**config.mk**
```make
export PLATFORM = sky130hd
export DESIGN_NAME = mem_arbiter
export DESIGN_NICKNAME = d
export VERILOG_FILES = /design/src/rtl/mem_arbiter_pkg.sv /design/src/rtl/mem_arbiter_byte_write_fifo.sv /design/src/rtl/mem_arbiter.sv
export SDC_FILE = /design/constraint.sdc
export NUM_CORES = 1
export LEC_CHECK = 0
export CORE_MARGIN = 1.5
export CORE_UTILIZATION = 40
export DETAILED_ROUTE_END_ITERATION = 6
export PLACE_DENSITY = 0.63
export RECOVER_POWER = 100
export SYNTH_ARGS = -nofsm -noshare
export SYNTH_HDL_FRONTEND = slang
export SYNTH_SLANG_ARGS = --single-unit
```
**constraint.sdc**
```tcl
create_clock -name clk -period 3.7 [get_ports clk]
set_input_delay 0.74 -clock clk [delete_from_list [all_inputs] [get_ports clk]]
set_output_delay 0.74 -clock clk [all_outputs]
set_load 0.05 [all_outputs]
```
**src/rtl/mem_arbiter_pkg.sv**
```systemverilog
// Shared types for the memory arbiter: FSM states, loader regions and the write-FIFO entry.
package types;

  typedef enum logic [1:0] {
    IDLE   = 2'd0,
    WRITE  = 2'd1,
    RD_VID = 2'd2,
    RD_CPU = 2'd3
  } arb_state_t;

  typedef enum logic [1:0] {
    IMAGE = 2'd0,
    MASK  = 2'd1,
    ROM   = 2'd2
  } region_t;

  typedef struct packed {
    region_t     region;
    logic [25:0] addr;
    logic [7:0]  data;
  } wr_entry_t;

endpackage

```
**src/rtl/mem_arbiter_byte_write_fifo.sv**
```systemverilog
// Synchronous show-ahead FIFO for loader bytes; a push on a full FIFO succeeds only
// when a pop happens in the same cycle.
module byte_write_fifo #(
  parameter int WIDTH = 36,
  parameter int DEPTH = 4
) (
  input  logic             clk,
  input  logic             reset,
  input  logic             push,
  input  logic             pop,
  input  logic [WIDTH-1:0] din,
  output logic [WIDTH-1:0] dout,
  output logic             full,
  output logic             empty
);

  localparam int AW = $clog2(DEPTH);
  localparam logic [AW:0] FULL_CNT = DEPTH[AW:0];

  logic [WIDTH-1:0] mem [DEPTH];
  logic [AW-1:0]    wr_ptr;
  logic [AW-1:0]    rd_ptr;
  logic [AW:0]      count;
  logic             do_push;
  logic             do_pop;

  assign full    = (count == FULL_CNT);
  assign empty   = (count == '0);
  assign do_pop  = pop && !empty;
  assign do_push = push && (!full || do_pop);
  assign dout    = mem[rd_ptr];

  always_ff @(posedge clk) begin
    if (do_push) mem[wr_ptr] <= din;
  end

  always_ff @(posedge clk) begin
    if (reset) begin
      wr_ptr <= '0;
      rd_ptr <= '0;
      count  <= '0;
    end else begin
      if (do_push) wr_ptr <= wr_ptr + 1'b1;
      if (do_pop)  rd_ptr <= rd_ptr + 1'b1;
      case ({do_push, do_pop})
        2'b10:   count <= count + 1'b1;
        2'b01:   count <= count - 1'b1;
        default: count <= count;
      endcase
    end
  end

endmodule

```
**src/rtl/mem_arbiter.sv**
```systemverilog
// Single-port memory arbiter: loader byte writes (via FIFO) beat video reads beat CPU reads.
// Define MEM_ARB_ROUND_ROBIN_EN to alternate video/CPU read priority.
//
// state  | meaning
// IDLE   | no transaction; pick next requester
// WRITE  | FIFO head write outstanding
// RD_VID | video read outstanding
// RD_CPU | CPU read outstanding
module mem_arbiter
  import types::*;
#(
  parameter logic [25:0] IMAGE_BASE = 26'h0000000,
  parameter logic [25:0] MASK_BASE  = 26'h0300000,
  parameter logic [25:0] ROM_BASE   = 26'h0320000,
  parameter int          FIFO_DEPTH = 4
) (
  input  logic        clk,
  input  logic        reset,
  input  logic        wr_8bit,
  input  logic [25:0] addr_8bit,
  input  logic [7:0]  data_8bit,
  input  logic        image_download,
  input  logic        mask_config_download,
  input  logic        rom_download,
  input  logic        vid_rd_req,
  input  logic [25:0] vid_rd_addr,
  output logic        vid_rd_ack,
  output logic [7:0]  vid_rd_data,
  input  logic        cpu_rd_req,
  input  logic [25:0] cpu_rd_addr,
  output logic        cpu_rd_ack,
  output logic [7:0]  cpu_rd_data,
  output logic        mem_req,
  output logic        mem_we,
  output logic [25:0] mem_addr,
  output logic [7:0]  mem_wdata,
  input  logic        mem_ack,
  input  logic [7:0]  mem_rdata,
  output logic        busy,
  output logic        write_pending,
  output logic        overflow
);

  arb_state_t  state_q, state_d;
  wr_entry_t   fifo_din, fifo_dout;
  logic        fifo_push, fifo_pop, fifo_full, fifo_empty;
  logic [25:0] head_base;
  logic        vid_ok, cpu_ok, grant_vid, grant_cpu;
  logic        mem_req_d, mem_we_d, vid_ack_d, cpu_ack_d;
  logic [25:0] mem_addr_d;
  logic [7:0]  mem_wdata_d, vid_data_d, cpu_data_d;

  // Header bytes arrive with no region select and are simply not queued.
  assign fifo_push = wr_8bit && $onehot({rom_download, mask_config_download, image_download});

  always_comb begin
    fifo_din.region = IMAGE;
    if (mask_config_download) fifo_din.region = MASK;
    if (rom_download)         fifo_din.region = ROM;
    fifo_din.addr = addr_8bit;
    fifo_din.data = data_8bit;
  end

  byte_write_fifo #(
    .WIDTH ($bits(wr_entry_t)),
    .DEPTH (FIFO_DEPTH)
  ) u_fifo (
    .clk   (clk),
    .reset (reset),
    .push  (fifo_push),
    .pop   (fifo_pop),
    .din   (fifo_din),
    .dout  (fifo_dout),
    .full  (fifo_full),
    .empty (fifo_empty)
  );

  always_comb begin
    case (fifo_dout.region)
      MASK:    head_base = MASK_BASE;
      ROM:     head_base = ROM_BASE;
      default: head_base = IMAGE_BASE;
    endcase
  end

  // A requester still holding rd_req during its ack cycle must not be re-granted.
  assign vid_ok = vid_rd_req && !vid_rd_ack;
  assign cpu_ok = cpu_rd_req && !cpu_rd_ack;

`ifdef MEM_ARB_ROUND_ROBIN_EN
  logic last_vid;

  always_ff @(posedge clk) begin
    if (reset) begin
      last_vid <= 1'b0;
    end else if (state_q == IDLE && state_d == RD_VID) begin
      last_vid <= 1'b1;
    end else if (state_q == IDLE && state_d == RD_CPU) begin
      last_vid <= 1'b0;
    end
  end

  assign grant_vid = vid_ok && (!cpu_ok || !last_vid);
`else
  assign grant_vid = vid_ok;
`endif
  assign grant_cpu = cpu_ok && !grant_vid;

  always_comb begin
    state_d     = state_q;
    mem_req_d   = mem_req;
    mem_we_d    = mem_we;
    mem_addr_d  = mem_addr;
    mem_wdata_d = mem_wdata;
    vid_ack_d   = 1'b0;
    cpu_ack_d   = 1'b0;
    vid_data_d  = vid_rd_data;
    cpu_data_d  = cpu_rd_data;
    fifo_pop    = 1'b0;
    case (state_q)
      IDLE: begin
        if (!fifo_empty) begin
          state_d     = WRITE;
          mem_req_d   = 1'b1;
          mem_we_d    = 1'b1;
          mem_addr_d  = head_base + fifo_dout.addr;
          mem_wdata_d = fifo_dout.data;
        end else if (grant_vid) begin
          state_d    = RD_VID;
          mem_req_d  = 1'b1;
          mem_we_d   = 1'b0;
          mem_addr_d = vid_rd_addr;
        end else if (grant_cpu) begin
          state_d    = RD_CPU;
          mem_req_d  = 1'b1;
          mem_we_d   = 1'b0;
          mem_addr_d = cpu_rd_addr;
        end
      end
      WRITE: begin
        if (mem_ack) begin
          state_d   = IDLE;
          mem_req_d = 1'b0;
          mem_we_d  = 1'b0;
          fifo_pop  = 1'b1;
        end
      end
      RD_VID: begin
        if (mem_ack) begin
          state_d    = IDLE;
          mem_req_d  = 1'b0;
          vid_ack_d  = 1'b1;
          vid_data_d = mem_rdata;
        end
      end
      RD_CPU: begin
        if (mem_ack) begin
          state_d    = IDLE;
          mem_req_d  = 1'b0;
          cpu_ack_d  = 1'b1;
          cpu_data_d = mem_rdata;
        end
      end
      default: state_d = IDLE;
    endcase
  end

  always_ff @(posedge clk) begin
    if (reset) begin
      state_q     <= IDLE;
      mem_req     <= 1'b0;
      mem_we      <= 1'b0;
      mem_addr    <= '0;
      mem_wdata   <= '0;
      vid_rd_ack  <= 1'b0;
      cpu_rd_ack  <= 1'b0;
      vid_rd_data <= '0;
      cpu_rd_data <= '0;
      overflow    <= 1'b0;
    end else begin
      state_q     <= state_d;
      mem_req     <= mem_req_d;
      mem_we      <= mem_we_d;
      mem_addr    <= mem_addr_d;
      mem_wdata   <= mem_wdata_d;
      vid_rd_ack  <= vid_ack_d;
      cpu_rd_ack  <= cpu_ack_d;
      vid_rd_data <= vid_data_d;
      cpu_rd_data <= cpu_data_d;
      if (fifo_push && fifo_full && !fifo_pop) overflow <= 1'b1;
    end
  end

  assign busy          = (state_q != IDLE);
  assign write_pending = !fifo_empty;

endmodule

```
==> flow_summary.ini <==
[outcome]
status = finished, final reports clean

[floorplan]
row_count = 53
core_um2 = 20900
dieArea_um2 = 22100
start_util_pct = 40.6
die_h_um = 149
ios = 160
die_w_um = 149

[drt]
wl_um = 18200
vias = 5235
dr.first_iter.drc_count = 305
drc_errors = 0
ant_nets = 0
routedWlPerCell_um = 17.7
vias_per_cell = 5.07
firstDrtPassIters = 4

[setup_path]
max_stage_delay_ns = 0.68
cp_num_buf_inv = 3
arrival_ns = 3.51
crit_chain = dlygate4sd3_1 > inv_1 > fa_1 > nand3b_1 > a31oi_1 > and2_2 > buf_12
path_class = primary input to register
critPathCaptureType = register
required_ns = 3.88
start_kind = primary input
path_delay_family = buffers and inverters
worstPathMaxFanout = 28
slowest_stage = a31oi_1

[power_and_ir_drop]
power_density_nw_per_um2 = 554
peakVddDrop_mv = 0.284
leakagePower_nw = 4.00

[yosys]
synthArstFlopShare_pct = 0
synthAdderAreaFrac_pct = 1.80
synth_cells = 580
synth_compound_area_share_pct = 6.68
synth-seq-area-share_pct = 66.6
ys_warn_count = 0
synth-edff-count = 144
synthMuxAreaShare_pct = 14.2
synthXorXnorAreaFrac_pct = 1.03
synthDistinctLibCells = 44
synthesis.area_um2 = 8480
synth_flop_cell = edfxtp_1
yosys_register_bits = 210
synth_nets = 694
synth_top_family_by_area = multiplexers
synth.avg_cell_area_um2 = 14.6
synth-simple-area-share_pct = 7.16

[clock_network]
clock_latency_ns = 0.49
cts_buffers = 21
holdBufCountCts = 0
ctsResizeCount = 0
cts.sinks = 210
cts_tree = done
clk_pin_slew_ns = 0.06
clk_path_buf_depth = 3
htree_num_levels = 1
root_buffer = clkbuf_16
postCtsSetupBuffers = 0

[sta]
slew-limit-headroom_pct = 32.5
setup_tns_ns = 0
clock.fmax_mhz = 300
period_needed_ns = 3.33
hold_viol = 0
holdWs_ns = 0.451
slew_violations = 0
tightestPinTransition_ns = 1.01
period_share_pct = 90.0
rsz0062_at_grt = no
fin_worst_skew_ns = 0.0109
setup_viol = 0

[finish]
final_cell_mix = edfxtp_1, dlygate4sd3_1, nor2_1
syn2layout_area_growth_pct = 31.3
finalInstanceArea_um2 = 11100
layout-drive-gt1-share_pct = 11.7
antenna_cells = 0
fin_nets = 858
final_common_cell = edfxtp_1

[global_routing]
grt_pass1_vias = 5409
grtUsageTotal_pct = 16.6
antenna_found_initial = 0
grt_pass1_wl_um = 28500
grt_max_degree = 50
grt_overflow = 0

[place]
port_buffers = 159
place.gp.congestion = 0.793
place_hpwl_um = 12900
dpl_cell_area_um2 = 10400

[min_path]
hold_class = register to register

[job]
maxCapViolCount = 0
==> synth_stat cells, types with 3 or more instances <==
cell,n,area (um^2)
a211oi_1,23,173
a21oi_1,46,230
and2_1,5,31.3
buf_2,11,55.1
buf_4,5,37.5
clkbuf_1,12,45.0
dfxtp_1,66,1320
edfxtp_1,144,4320
ha_1,9,113
inv_1,12,45.0
mux2_2,4,45.0
mux2i_1,36,360
mux4_1,3,78.8
mux4_2,32,721
nand2_1,41,154
nand3_1,3,15.0
nand3b_1,5,37.5
nor2_1,73,274
nor2b_1,4,25.0
nor3_1,5,25.0
o22ai_1,3,18.8
xnor2_1,7,61.3
xor2_1,3,26.3
==> stage by stage <==
stage / cells / setup slack, ns / utilization (%) / power (mW)
after detailed placement: 996 / 0.181 / 49.8 / 3.91
after CTS: 1033 / 0.699 / 53.5 / 6.28
after global placement: 996 / 0.215 / 49.8 / 3.90
after floorplan: 580 / 0.625 / - / 3.49
final: 1033 / 0.369 / 53.3 / 6.18
after global routing: 1033 / 0.255 / 53.3 / 6.42
==> worst paths after layout <==
| check | startpoint | endpoint | slack, ns | depth (start not counted) |
|---|---|---|---|---|
| worst max-delay path | rom_download | u_fifo.mem[0][26]$_DFFE_PP_ | 0.37 | 7 |
| worst min register to register | cpu_rd_data[1]$_SDFFE_PP0P_ | cpu_rd_data[1]$_SDFFE_PP0P_ | 0.45 | 2 |
| worst max register to register | register | mem_addr[24]$_SDFFE_PP0P_ | 0.56 | 8 |
| worst min-delay path | cpu_rd_data[1]$_SDFFE_PP0P_ | cpu_rd_data[1]$_SDFFE_PP0P_ | 0.45 | 2 |
==> cell families after synthesis <==
family,after synthesis
and+or+nand+nor,141
muxes,75
adders and majority gates,11
AOI/OAI and AO/OA,88
buffers and inverters,45
DFF,210
xor gates and xnor gates,10
==> state kept, by name, indices dropped and copies added, names as in the netlist, named ones only <==
register / count
vid_rd_data: 8
u_fifo.wr_ptr: 2
cpu_rd_ack: 1
cpu_rd_data: 8
overflow: 1
mem_wdata: 8
mem_we: 1
u_fifo.count: 3
mem_addr: 26
mem_req: 1
vid_rd_ack: 1
state_q: 2
u_fifo.rd_ptr: 2
u_fifo.mem: 144
==> power breakdown <==
group	switching, mW	internal (mW)
Combinational	0.718	0.396
Clock	0.848	1.53
Sequential	0.0585	2.63
==> tightest hold or removal path, cell delays in order (launching register included) <==
cell and delay, ns:
dfxtp_1 0.30, nand2_1 0.05, a21oi_1 0.05
==> metal layers <==
layer	part of all wire (%)	global-route usage (%)
met5	0	0
met4	1.7	4.16
met3	5.6	2.98
met2	50	29.5
met1	43	21.1
==> layout make-up <==
type                       count  area, um^2
clock buffer                  23         533
multi-input combinational    325        2600
inverter                      13        48.8
sequential                   210        5650
clock inverter                14         245
tap                          275         344
timing repair buffer         173        1720
fill                        1729        9750
(Power assumes the default switching activity.)
